--- config.mk ---
export PLATFORM = sky130hd
export DESIGN_NAME = blockade_vram_arbiter
export DESIGN_NICKNAME = d
export VERILOG_FILES = /design/src/rtl/blockade_vram_arbiter.sv
export SDC_FILE = /design/constraint.sdc
export NUM_CORES = 1
export LEC_CHECK = 0
export BUFFER_PORTS_ARGS = -buffer_cell sky130_fd_sc_hd__buf_4
export CORE_ASPECT_RATIO = 1.4
export CORE_MARGIN = 3
export CORE_UTILIZATION = 44
export DETAILED_ROUTE_END_ITERATION = 6
export HOLD_SLACK_MARGIN = 0.1
export PLACE_DENSITY = 0.76
export SYNTH_ARGS = -nofsm -noshare
export SYNTH_HDL_FRONTEND = slang
export SYNTH_SLANG_ARGS = --single-unit
--- constraint.sdc ---
create_clock -name clk -period 1.5 [get_ports clk]
set_input_delay 0.225 -clock clk [delete_from_list [all_inputs] [get_ports clk]]
set_output_delay 0.225 -clock clk [all_outputs]
set_load 0.005 [all_outputs]
--- src/rtl/blockade_vram_arbiter.sv ---
// Slot-based port scheduler for the shared 1Kx8 video RAM.
// Video fetches always win; the CPU fills free port cycles and is stalled via READY.
module blockade_vram_arbiter #(
    parameter int AW             = 10,
    parameter int DW             = 8,
    parameter bit CPU_BLANK_ONLY = 1'b1,
    parameter int MAX_WAIT       = 200
) (
    input  logic          clk,
    input  logic          reset_n,
    input  logic          vblank,
    input  logic          vid_req,
    input  logic [AW-1:0] vid_addr,
    output logic [DW-1:0] vid_data,
    output logic          vid_valid,
    input  logic          cpu_req,
    input  logic          cpu_we,
    input  logic [AW-1:0] cpu_addr,
    input  logic [DW-1:0] cpu_wdata,
    output logic [DW-1:0] cpu_rdata,
    output logic          cpu_ack,
    output logic          cpu_ready,
    output logic [AW-1:0] ram_addr,
    output logic          ram_we,
    output logic [DW-1:0] ram_wdata,
    input  logic [DW-1:0] ram_rdata,
    output logic          starve
);

    typedef enum logic [1:0] {
        OWN_NONE = 2'd0,
        OWN_VID  = 2'd1,
        OWN_CPU  = 2'd2
    } owner_t;

    localparam logic [7:0] MAX_WAIT_C = 8'(MAX_WAIT);

    owner_t     owner_s;
    owner_t     tag1_r;
    owner_t     tag2_r;
    logic       cpu_elig_s;
    logic       cpu_grant_s;
    logic       cpu_busy_r;
    logic [7:0] wait_r;
    logic [7:0] wait_next_s;

    assign cpu_ready = ~cpu_req | cpu_ack;

    // Port-cycle owner selection and CPU wait-count update
    always_comb begin
        owner_s     = OWN_NONE;
        wait_next_s = wait_r;
        cpu_elig_s  = cpu_req && !cpu_busy_r && !cpu_ack && (!CPU_BLANK_ONLY || vblank);
        cpu_grant_s = cpu_elig_s && !vid_req;
        if (vid_req) begin
            owner_s = OWN_VID;
        end else if (cpu_grant_s) begin
            owner_s = OWN_CPU;
        end else begin
            owner_s = OWN_NONE;
        end
        if (cpu_grant_s) begin
            wait_next_s = 8'd0;
        end else if (cpu_req && !cpu_busy_r && (wait_r != 8'hFF)) begin
            wait_next_s = wait_r + 8'd1;
        end else begin
            wait_next_s = wait_r;
        end
    end

    // RAM port registers; ram_addr holds its value on idle cycles
    always_ff @(posedge clk or negedge reset_n) begin
        if (!reset_n) begin
            ram_addr  <= {AW{1'b0}};
            ram_we    <= 1'b0;
            ram_wdata <= {DW{1'b0}};
        end else begin
            if (vid_req) begin
                ram_addr <= vid_addr;
            end else if (cpu_grant_s) begin
                ram_addr <= cpu_addr;
            end
            ram_we <= cpu_grant_s & cpu_we;
            if (cpu_grant_s && cpu_we) begin
                ram_wdata <= cpu_wdata;
            end
        end
    end

    // Owner tags follow each port cycle so returning read data reaches its requester
    always_ff @(posedge clk or negedge reset_n) begin
        if (!reset_n) begin
            tag1_r    <= OWN_NONE;
            tag2_r    <= OWN_NONE;
            vid_valid <= 1'b0;
            vid_data  <= {DW{1'b0}};
            cpu_ack   <= 1'b0;
            cpu_rdata <= {DW{1'b0}};
        end else begin
            tag1_r    <= owner_s;
            tag2_r    <= tag1_r;
            vid_valid <= (tag2_r == OWN_VID);
            cpu_ack   <= (tag2_r == OWN_CPU);
            if (tag2_r == OWN_VID) begin
                vid_data <= ram_rdata;
            end
            if (tag2_r == OWN_CPU) begin
                cpu_rdata <= ram_rdata;
            end
        end
    end

    // Single outstanding CPU access, wait counter and sticky starvation flag
    always_ff @(posedge clk or negedge reset_n) begin
        if (!reset_n) begin
            cpu_busy_r <= 1'b0;
            wait_r     <= 8'd0;
            starve     <= 1'b0;
        end else begin
            if (cpu_grant_s) begin
                cpu_busy_r <= 1'b1;
            end else if (cpu_ack) begin
                cpu_busy_r <= 1'b0;
            end
            wait_r <= wait_next_s;
            if (wait_r == MAX_WAIT_C) begin
                starve <= 1'b1;
            end
        end
    end

endmodule

==> metrics.cfg, run 1 <==
[die]
die_area_um2=5890
rows=29
dieHeight_um=89.6
initial_core_util_pct=47.0
die_x_um=65.7
boundaryPins=81
core_area_um2=4680

[yosys]
ys_seq_area_share_pct=58.1
netlist_area_um2=2200
synth-xor-area-share_pct=0
async_flop_share_pct=100
synthSimpleGateAreaFrac_pct=11.8
avgSynthCellArea_um2=13.1
synth_seq_cells=51
yosysUniqueCellTypes=41
yosysMostFrequentCell=dfrtp_1
muxShareOfSynthArea_pct=18.2
synth_top_family_by_area=multiplexers
syn_nets=212
synth_top_area_share_pct=58.1
synth_compound_area_share_pct=7.91
ys.flop_type=dfrtp_1
synth_edf_count=0
yosysWarnings=0
synthTopCellsByArea=dfrtp_1 58%, mux2_2 8.2%, mux2_4 5.5%
netlist_instances=168
synth_common_cells=51 x dfrtp_1, 16 x mux2_2, 14 x o21ai_0
synth_fa_ha_area_share_pct=1.14
synth_top_cell_by_area=dfrtp_1

[grt]
grt_max_degree=52
antenna_found_initial=0
grt_pass1_wl_um=7680
grt_pass1_vias=1693
grt.overflow.total=0
grt_usage_pct=17.3

[status]
status=finished with violations
violations=negative setup slack

[clocking]
clock_path_buffers=2
cts_buffers=5
cts.sinks=51
cts-root-buf=clkbuf_8
cts_max_level=2
cts_tree=yes
clkLatencyLatePin_ns=0.30
clkTransAtPathRegs_ns=0.09

[worst_setup_path]
cp_top_family=simple AND/OR/NAND/NOR gates
arrival_ns=1.72
crit_slowest_cell=dfrtp_1
crit_required_ns=1.69
endpoint_kind=flop
worstPathCellList=nor4bb_4 -> nand2b_4 -> inv_8 -> nand2_4 -> mux2_4
critPathBufInv=1
reg2reg_depth=5
max_stage_delay_ns=0.42
rr_startpoint=cpu_busy_r
path_class=reg2reg
startpoint_type=flop
crit-reg2reg-capture=ram_wdata[5]
cp_max_fo=5
reg2reg_setup_slack_ns=-0.03

[routing]
avgViaCountPerCell=5.04
routed_wl_um=5050
ant_nets=0
drc_errors=0
wl_per_cell_um=14.8
drt_pass1_iterations=4
drt_iter0_drc=60
dr_total_vias=1717

[placed_design]
dp_hpwl_um=3560
gp_congestion=0.792
portBuffers=80
placed_area_um2=2970

[layout]
nNetsFinal=322
syn_to_final_growth_pct=48.2
drive_above_1_share_pct=55.9
stdcell_area_um2=3260
n_antenna_cell=0

[sta]
setup_viol=11
period_share_pct=102
hold_viol_final=0
slew_headroom_pct=59.0
fin_ws_ns=-0.0314
skew_ns=0.00542
rsz0062_at_grt=true
layout_min_cycle_time_ns=1.53
worstMarginPinSlew_ns=0.614
finalMaxSlewViolations=0
max_freq_ghz=0.653

[min_path]
min-delay-start=cpu_wdata[4]
hp-class=in2reg
holdPathStages=2
min_to=ram_wdata[4]

[power_and_ir_drop]
powerDensity_nw_per_um2=1180
p_leak_nw=1.63
p_total_mw=3.85
max-vdd-ir-drop_uv=623

[flow_run]
maxCapViolCount=0

[kinds of logic (layout without fill, tap and decap cells)]
| family | after synthesis | count (layout) |
|---|---|---|
| simple gates | 40 | 42 |
| buf+inv | 14 | 123 |
| mux | 34 | 34 |
| fa+ha+maj | 2 | 2 |
| compound gates | 27 | 27 |
| flops | 51 | 51 |
[per-layer routing]
layer / track usage (%) / part of all wire (%) / up-vias
met4: 9.81 / 3.2 / 0
met2: 29.6 / 53 / 64
met1: 20.4 / 39 / 823
met3: 3.11 / 5.4 / 11
li1: - / - / 819
met5: 0 / 0 / -
[power breakdown]
part / internal (mW) / switching, mW / total, mW
clock network: 0.549 / 0.445 / 0.993
logic: 0.689 / 0.413 / 1.10
registers: 1.61 / 0.148 / 1.75
total: 2.84 / 1.01 / 3.85
[stage by stage]
step                      setup WS (ns)  TNS [ns]  std cells  utilization, %  hold WS, ns
final                           -0.0314    -0.235        341            69.6        0.147
after detailed placement         -0.222     -2.14        319            63.4        0.279
after global placement           -0.124     -1.22        319            63.4        0.287
after CTS                       -0.0220    -0.190        338            68.1        0.138
after global routing             -0.108     -1.28        341            69.6        0.135
after floorplan                  0.0121         0        168               -      -0.0706
[sequential cells by signal, summed over array words and instances (netlist names)]
register / cells
ram_addr: 10
cpu_rdata: 8
ram_wdata: 8
vid_data: 8
wait_r: 8
tag1_r: 2
tag2_r: 2
cpu_ack: 1
cpu_busy_r: 1
ram_we: 1
starve: 1
vid_valid: 1
[worst max-delay path by stage]
stage | start | endpoint | slack [ns] | depth (start not counted)
final | cpu_busy_r | ram_wdata[5] | -0.03 | 5
after global routing | cpu_busy_r | ram_wdata[1] | -0.11 | 5
after floorplan | wait_r[1] | wait_r[4] | 0.01 | 6
after detailed placement | cpu_req | ram_addr[6] | -0.22 | 4
after global placement | cpu_req | ram_addr[0] | -0.12 | 4
after CTS | cpu_ack | ram_wdata[5] | -0.02 | 5
[layout make-up]
type / instances / area, µm²
Inverter: 7 / 33.8
Tap cell: 62 / 77.6
Timing Repair Buffer: 108 / 823
Multi-Input combinational cell: 105 / 926
Clock buffer: 6 / 82.6
Fill cell: 340 / 1420
Clock inverter: 2 / 38.8
Sequential cell: 51 / 1280
[worst register-to-register path: stages (launching register included)]
cell and delay, ns:
dfrtp_1 0.42, nor4bb_4 0.38, nand2b_4 0.14, inv_8 0.11, nand2_4 0.08, mux2_4 0.30
[cell usage in the layout, fill, tap and decap left out, types with 2 or more instances in the layout]
cell,n
o21ai_0,10
buf_4,104
nor2_1,2
mux2i_1,10
nand2b_1,4
nand4_1,3
or3_1,3
o21ai_1,4
dlygate4sd3_1,2
nand2_1,13
mux2_4,8
a31o_2,2
a211oi_2,2
clkbuf_8,6
buf_6,2
dfrtp_1,51
mux2_2,16
inv_1,6
[timing repair]
item | CTS | global route
endpoints found under the setup margin | 21 | 26
pin swaps | 3 | 6
gates cloned | 1 | 1
hold buffers | 2 | 0
setup buffers | 8 | 2
gates resized for setup | 2 | 14
endpoints found under the hold margin | 52 | 0
Power figures use the tool's default switching activity.
==> run 2, diff against run 1 <==
Settings changed: BUFFER_PORTS_ARGS -buffer_cell sky130_fd_sc_hd__buf_4 to default, CORE_MARGIN 3 to 5, CORE_UTILIZATION 44 to 56, DONT_BUFFER_PORTS from default to 1, PLACE_DENSITY 0.76 to 0.75.
==> run 2 against run 1 <==
Effect of this change: the flow still finishes with violations (negative setup slack); utilization is 2.8 points higher; global-route usage up 1.6 points; clock power down 19%; total power fell by 13%; first-iteration DRC count is 45% higher; critical path type unchanged; largest power group unchanged.
==> metrics.cfg, run 2 (synthesis gave the netlist of run 1 again) <==
[sta]
slew_headroom_pct=70.7
period_share_pct=103
worstMarginPinSlew_ns=0.439
layout_min_cycle_time_ns=1.54
finalMaxSlewViolations=0
skew_ns=0.0110
fin_ws_ns=-0.0414
whs_ns=0.106
hold_viol_final=0
max_freq_ghz=0.649
rsz0062_at_grt=true
setup_viol=10
fin_setup_tns_ns=-0.235

[worst_setup_path]
reg2reg_setup_slack_ns=-0.04
startpoint_type=flop
crit_start=cpu_busy_r
endpoint_kind=flop
cp_max_fo=7
critPathCapture=wait_r[4]
crit_required_ns=1.69
crit-reg2reg-capture=wait_r[4]
path_class=reg2reg
arrival_ns=1.74
rr_startpoint=cpu_busy_r
reg2reg_depth=5

[layout]
drive_above_1_share_pct=34.9
n_antenna_cell=0
final_common_cell=dfrtp_1
syn_to_final_growth_pct=26.8
largest_reg_flops=10
utilization_pct=72.4
nNetsFinal=258
final_cell_mix=49 x dfrtp_1, 20 x dlygate4sd3_1, 20 x buf_4, 16 x mux2_2, 13 x nand2_1
largest-register=ram_addr

[routing]
wl_per_cell_um=19.1
drt_iter0_drc=87
avgViaCountPerCell=5.81
ant_nets=0
drt_pass1_iterations=4
drc_errors=0
dr_total_vias=1500
routed_wl_um=4940

[clocking]
clkTransAtPathRegs_ns=0.10
cts-root-buf=clkbuf_8
clock_path_buffers=2
cts.sinks=51
clkLatencyLatePin_ns=0.31
cts_max_level=2
cts_buffers=5
cts_tree=yes

[power_and_ir_drop]
max-vdd-ir-drop_uv=1180
p_total_mw=3.34
p_leak_nw=1.29
share_comb_of_total_power_pct=21.3
p_seq_share_pct=54.5
p_int_mw=2.37
p_sw_mw=0.968
p_clk_share_pct=24.2
powerDensity_nw_per_um2=1200
swShare_pct=29.0

[die]
dieHeight_um=84.1
initial_core_util_pct=57.1
die_x_um=63.0
boundaryPins=81
rows=27
die_area_um2=5300
core_area_um2=3850

[status]
status=finished with violations
violations=negative setup slack

[grt]
antenna_found_initial=0
grt.overflow.total=0
grt_pass1_wl_um=8090
grt_max_degree=52
grt_usage_pct=18.9
grt_pass1_vias=1637

[placed_design]
gp_congestion=0.847
portBuffers=0
dp_hpwl_um=3490

[min_path]
hp-class=in2reg

[flow_run]
maxCapViolCount=0

==> run 2: cell count changes in the layout (fill, tap and decap cells not counted), sizes merged <==
cell | before | now
clkinv | 0 | 2
dlygate4sd3 | 2 | 20
buf | 106 | 24
inv | 8 | 7
clkinvlp | 0 | 1
clkbuf | 6 | 5
bufinv | 1 | 0
==> run 2: through the flow <==
stage,instance area (µm²),cells,worst slack [ns]
after floorplan,2200,168,0.0121
after global placement,2330,218,-0.00479
after detailed placement,2330,218,-0.148
after CTS,2710,253,-0.00824
after global routing,2790,258,-0.0868
final,2790,258,-0.0414
==> run 2: layout make-up <==
type / count / area (µm²)
clock buffers: 5 / 68.8
clock inverters: 3 / 25.0
fillers: 257 / 1060
inverters: 7 / 31.3
multi-input cells: 105 / 918
flip-flops and latches: 51 / 1280
well taps: 43 / 53.8
repair buffers: 44 / 412
==> run 2: power by group through the flow <==
| stage | sequential [mW] | combinational, mW | clock (mW) |
|---|---|---|---|
| CTS | 1.81 | 0.654 | 0.813 |
| detailed placement | 1.84 | 0.551 | 0 |
| floorplan | 1.78 | 0.422 | 0 |
| global route | 1.85 | 0.792 | 0.889 |
| finish | 1.82 | 0.712 | 0.807 |
| global placement | 1.82 | 0.516 | 0 |
==> run 2: critical path: stages (launching register included) <==
cell,delay (ns)
dfrtp_1,0.44
and2b_2,0.28
o21ai_4,0.10
buf_4,0.15
and3_2,0.19
a311o_1,0.26
==> run 2: repair_timing <==
item,in CTS,in global routing
cloned,1,1
resized for setup,2,14
setup buffers,6,4
hold buffers,20,1
hold endpoints to repair,77,1
endpoints found under the setup margin,24,25
pin swaps,3,6
==> run 2: layer usage <==
| layer | track usage, % | vias to the layer above | share of wire [%] |
|---|---|---|---|
| met3 | 7.10 | 6 | 10 |
| met4 | 5.98 | 0 | 1.2 |
| li1 | - | 686 | - |
| met2 | 32.5 | 83 | 52 |
| met1 | 21.4 | 725 | 37 |
| met5 | 0 | - | 0 |
==> run 2: how the worst min path moves through the flow <==
stage                      startpoint           end  slack (ns)  cells past startpoint
final                     cpu_addr[5]   ram_addr[5]        0.11                      2
after floorplan               reset_n       cpu_ack       -0.07                      0
after global placement        reset_n  cpu_rdata[2]       -0.07                      0
after CTS                 cpu_addr[1]   ram_addr[1]        0.12                      2
after global routing      cpu_addr[1]   ram_addr[1]        0.12                      2
after detailed placement      reset_n  cpu_rdata[7]       -0.07                      0
